### config.mk
export PLATFORM = sky130hd
export DESIGN_NAME = mem_port_arbiter
export DESIGN_NICKNAME = d
export VERILOG_FILES = /design/src/rtl/mem_port_arbiter_pkg.sv /design/src/rtl/mem_port_arbiter.sv
export SDC_FILE = /design/constraint.sdc
export NUM_CORES = 1
export LEC_CHECK = 0
export BUFFER_PORTS_ARGS = -buffer_cell sky130_fd_sc_hd__buf_2
export CORE_AREA = 3 3 220 222
export DETAILED_ROUTE_END_ITERATION = 16
export DIE_AREA = 0 0 223 225
export HOLD_SLACK_MARGIN = 0.1
export SLEW_MARGIN = 10
export SYNTH_ARGS = -nofsm -noshare
export SYNTH_HDL_FRONTEND = slang
export SYNTH_SLANG_ARGS = --single-unit
### constraint.sdc
create_clock -name clk -period 4 [get_ports clk]
set_clock_uncertainty 0.15 [all_clocks]
set_input_delay 0.4 -clock clk [delete_from_list [all_inputs] [get_ports clk]]
set_output_delay 0.4 -clock clk [all_outputs]
set_load 0.02 [all_outputs]
### src/rtl/mem_port_arbiter_pkg.sv
// Shared types for the instruction/data memory port arbiter.
package mem_port_arbiter_pkg;

  // Which port owns the response returning from memory in the next cycle.
  typedef enum logic [1:0] {
    OWN_NONE = 2'd0,
    OWN_I    = 2'd1,
    OWN_D    = 2'd2
  } arb_owner_e;

  typedef struct packed {
    logic [63:0] addr;
    logic        wen;
    logic [63:0] wdata;
    logic [7:0]  byte_en;
  } mem_req_t;

  localparam int unsigned MEM_RD_LATENCY = 1;

  // Memory is doubleword-wide; drop the byte offset.
  function automatic logic [63:0] dw_align(input logic [63:0] addr);
    return {addr[63:3], 3'b000};
  endfunction

endpackage

### src/rtl/mem_port_arbiter.sv
// Arbitrates one single-ported 64-bit memory between fetch (I) and load/store (D).
// D has priority; a streak counter forces an I grant after MAX_D_STREAK back-to-back D grants.
module mem_port_arbiter
  import mem_port_arbiter_pkg::*;
#(
  parameter int unsigned MAX_D_STREAK = 4,
  parameter int unsigned CNT_W        = 32
) (
  input  logic             clk,
  input  logic             rst_n,
  input  logic             i_req,
  input  logic [63:0]      i_addr,
  output logic             i_gnt,
  output logic             i_rvalid,
  output logic [31:0]      i_rdata,
  input  logic             d_req,
  input  logic [63:0]      d_addr,
  input  logic             d_wen,
  input  logic [63:0]      d_wdata,
  input  logic [7:0]       d_byte_en,
  output logic             d_gnt,
  output logic             d_rvalid,
  output logic [63:0]      d_rdata,
  output logic             mem_req,
  output logic [63:0]      mem_addr,
  output logic             mem_wen,
  output logic [63:0]      mem_wdata,
  output logic [7:0]       mem_byte_en,
  input  logic [63:0]      mem_rdata,
  output logic [CNT_W-1:0] i_gnt_count,
  output logic [CNT_W-1:0] d_gnt_count
);

  localparam int unsigned STREAK_W = $clog2(MAX_D_STREAK + 1);
  localparam logic [STREAK_W-1:0] STREAK_MAX = STREAK_W'(MAX_D_STREAK);

  logic [STREAK_W-1:0] streak_q;
  arb_owner_e          owner_q;
  logic                addr2_q;
  logic [CNT_W-1:0]    i_cnt_q, d_cnt_q;
  mem_req_t            req;

  // Byte-offset bits are architecturally ignored.
  logic unused_addr_bits;
  assign unused_addr_bits = ^{i_addr[1:0], d_addr[2:0]};

  // Same-cycle grant: D wins unless it has starved a waiting fetch for MAX_D_STREAK grants.
  always_comb begin
    d_gnt = 1'b0;
    i_gnt = 1'b0;
    if (rst_n) begin
      d_gnt = d_req && !(i_req && (streak_q == STREAK_MAX));
      i_gnt = i_req && !d_gnt;
    end
  end

  // Drive the memory with whichever request was accepted; write fields only for a D store.
  always_comb begin
    req = '0;
    if (d_gnt) begin
      req.addr = dw_align(d_addr);
      if (d_wen) begin
        req.wen     = 1'b1;
        req.wdata   = d_wdata;
        req.byte_en = d_byte_en;
      end
    end else if (i_gnt) begin
      req.addr = dw_align(i_addr);
    end
  end

  assign mem_req     = i_gnt | d_gnt;
  assign mem_addr    = req.addr;
  assign mem_wen     = req.wen;
  assign mem_wdata   = req.wdata;
  assign mem_byte_en = req.byte_en;

  // Count D grants that bypassed a waiting fetch.
  always_ff @(posedge clk) begin
    if (!rst_n) begin
      streak_q <= '0;
    end else if (i_gnt || !i_req) begin
      streak_q <= '0;
    end else if (d_gnt && (streak_q != STREAK_MAX)) begin
      streak_q <= streak_q + 1'b1;
    end
  end

  // Remember who owns the response arriving MEM_RD_LATENCY cycle later.
  always_ff @(posedge clk) begin
    if (!rst_n) begin
      owner_q <= OWN_NONE;
      addr2_q <= 1'b0;
    end else begin
      owner_q <= i_gnt ? OWN_I : (d_gnt ? OWN_D : OWN_NONE);
      if (i_gnt) addr2_q <= i_addr[2];
    end
  end

  assign i_rvalid = (owner_q == OWN_I);
  assign d_rvalid = (owner_q == OWN_D);
  assign i_rdata  = !i_rvalid ? '0 : (addr2_q ? mem_rdata[63:32] : mem_rdata[31:0]);
  assign d_rdata  = d_rvalid ? mem_rdata : '0;

  // Saturating grant counter for the fetch port.
  always_ff @(posedge clk) begin
    if (!rst_n) begin
      i_cnt_q <= '0;
    end else if (i_gnt && (i_cnt_q != '1)) begin
      i_cnt_q <= i_cnt_q + 1'b1;
    end
  end

  // Saturating grant counter for the data port.
  always_ff @(posedge clk) begin
    if (!rst_n) begin
      d_cnt_q <= '0;
    end else if (d_gnt && (d_cnt_q != '1)) begin
      d_cnt_q <= d_cnt_q + 1'b1;
    end
  end

  assign i_gnt_count = i_cnt_q;
  assign d_gnt_count = d_cnt_q;

endmodule

==> results.toml <==
[placed_design]
routabilityCongestion = 0.843
io_buffer_count = 562
place_area_mm2 = 0.00920
dp_hpwl_mm = 34.9
post-place-cells = 1868

[clock_network]
cts_tree = "yes"
clock_sinks = 70
cts_root_buffer = "clkbuf_16"
clk_latency_ns = 0.36
clk_path_buf_depth = 2
path_clk_slew_ns = 0.06
cts_resized = 0
cts_made_buffers = 9
htreeDepth = 3

[critical_path]
path_cells = "inv_1 -> ha_1 -> and3_1 -> nor2_4 -> buf_4 -> and3_1 -> buf_2"
crit_path_end_kind = "output port"
path_class = "reg -> out"
cpMostUsedCell = "and3_1"
crit_family = "simple AND/OR/NAND/NOR gates"
critical_path_required_ns = 3.45
critPathLaunchType = "flop"
crit_buf_inv = 3
worstSetupPathDepth = 7
critical_path.max_stage_delay_ns = 0.57
cp.arrival_ns = 2.66
crit_start = "streak_q[0]"
r2r_slack_ns = 1.14
critical_path.endpoint = "mem_wdata[62]"
cp_slowest_cell = "nor2_4"
r2r-end = "i_gnt_count[26]"
r2r_start = "streak_q[0]"
rr_worst_depth = 7
critPathMaxFanout = 21

[yosys]
async_flop_share_pct = 0
muxShareOfSynthArea_pct = 9.10
syn_inst = 744
yosysSeqAreaShare_pct = 24.5
synthXorXnorAreaFrac_pct = 0.766
synth-simple-area-share_pct = 39.0
ys_ff_latch = 70
syn_avg_cell_area_um2 = 7.69
synth_area_leaders = "dfxtp_1 25%, and3_1 9.7%, a22o_1 9.3%"
synth_top_area_cell = "dfxtp_1"
syn_area_mm2 = 0.00572
synth_compound_area_share_pct = 19.8
yosysWarnings = 0
synth_edf_count = 0
yosys_most_used_dff = "dfxtp_1"
synth_top_family_by_area = "simple AND/OR/NAND/NOR gates"
synth_fa_ha_area_share_pct = 0.875
yosysTopAreaCellShare_pct = 24.5
synth_cell_types = 61

[global_routing]
overflow = 0
groute.usage.overall_pct = 14.8
grt_antenna_before_repair = 13
grt_pass1_vias = 7710
grt_max_degree = 74
grt_first_pass_wirelength_mm = 53.7

[drt]
drc_errors = 0
drtIter0Drc = 524
totalWireLength_mm = 40.6
dr.pass1.iters = 5
vias_per_cell = 4.35
num_vias = 8220
avgRoutedWirePerCell_um = 21.5
ant_nets = 0

[cells_and_area]
layout_commonest_cell = "buf_2"
synthToLayoutAreaGrowth_pct = 66.7
drive_gt1_share_pct = 48.2
final_util_pct = 20.5
fin_cells = 1891
nets = 1546
fin_area_mm2 = 0.00954
final_cell_mix = "561 x buf_2, 89 x and3_1, 71 x and2_1, 69 x dfxtp_1, 61 x a22o_1"

[sta]
setup_viol = 0
tns_ns = 0
rsz0062_at_grt = "no"
hold_viol_final = 0
worst_pin_slew_ns = 1.24
drv_slew = 0
min_period_ns = 3.21
fmax_ghz = 0.311
period_share_pct = 80.3
slew_headroom_pct = 17.3

[floorplan]
die_w_um = 223
rows = 79
io_pins = 571
dieArea_mm2 = 0.0502
die_h_um = 225
initial_utilization_pct = 12.3
core_area_mm2 = 0.0466

[run_status]
outcome = "complete, no violations"

[power]
max-vdd-ir-drop_mv = 0.198
leakage_nw = 5.06
total_power_mw = 2.23
powerDensity_mw_per_mm2 = 234

[worst_hold_path]
hold_class = "in -> reg"

[job]
drv_cap = 0
-- kinds of logic after synthesis --
kind of cell               Yosys count
AOI/OAI and AO/OA                  149
other                                1
adders and majority gates            4
buffers and inverters               79
DFF                                 70
muxes                               52
xor gates and xnor gates             5
and+or+nand+nor                    384
-- area by class of cell --
type	count	area, um^2
Antenna cell	7	17.5
Clock buffer	10	229
Clock inverter	5	75.1
Fill cell	5264	37000
Inverter	15	56.3
Multi-Input combinational cell	597	4010
Sequential cell	70	1400
Tap cell	607	759
Timing Repair Buffer	580	2990
-- metal layers --
metal  GRT usage, %  vias to the layer above  share of wire (%)
li1               -                     3822                  -
met3           9.29                       39                 15
met4           4.31                       10                2.3
met2           22.7                      436                 44
met5              0                        -               0.13
met1           17.2                     3913                 39
-- through the flow --
step                      hold WS, ns  setup slack (ns)
after floorplan                 0.329              1.43
after global placement          0.322             0.831
after detailed placement        0.321             0.899
after CTS                       0.209             0.778
after global routing            0.230             0.676
final                           0.228             0.788
-- worst reg2reg max path, cell delays in order, from the launching register on --
cell       delay (ns)
dfxtp_1          0.31
inv_1            0.06
ha_1             0.22
nand2_1          0.12
a2111oi_1        0.86
or4b_4           0.59
or3_1            0.33
a21oi_1          0.14
-- repair_timing --
item / in CTS / in global routing
hold buffers: 1 / 0
buffers inserted: 0 / 0
hold endpoints to repair: 1 / 0
-- cell usage after synthesis, types with 17 or more instances --
| cell | n |
|---|---|
| nand4_1 | 20 |
| dfxtp_1 | 70 |
| nand2b_1 | 17 |
| and2_1 | 71 |
| nand3_1 | 31 |
| a21oi_1 | 25 |
| clkbuf_1 | 52 |
| nor2_1 | 51 |
| a22o_1 | 61 |
| and3_1 | 89 |
| mux2i_1 | 52 |
| nand2_1 | 49 |
-- registers in the layout, summed over array words and instances (netlist names) --
signal / cells
streak_q: 3
addr2_q: 1
d_gnt_count: 32
i_gnt_count: 32
owner_q: 2
-- where the power goes --
part | total (mW) | internal (mW) | leakage (nW) | switching, mW
clock | 0.867 | 0.539 | 0.152 | 0.328
combinational | 0.644 | 0.246 | 4.35 | 0.398
sequential | 0.719 | 0.703 | 0.565 | 0.0156
total | 2.23 | 1.49 | 5.06 | 0.741
-- worst min-delay path by stage --
stage	endpoint	depth (start not counted)	slack, ns	start
6_report	d_gnt_count[25]	3	0.23	rst_n
5_1_grt	d_gnt_count[25]	3	0.23	rst_n
3_5_place_dp	d_gnt_count[4]	1	0.32	d_gnt_count[4]
4_1_cts	d_gnt_count[25]	3	0.21	rst_n
2_1_floorplan	streak_q[0]	2	0.33	streak_q[0]
3_3_place_gp	d_gnt_count[4]	1	0.32	d_gnt_count[4]
(Power assumes the default switching activity.)
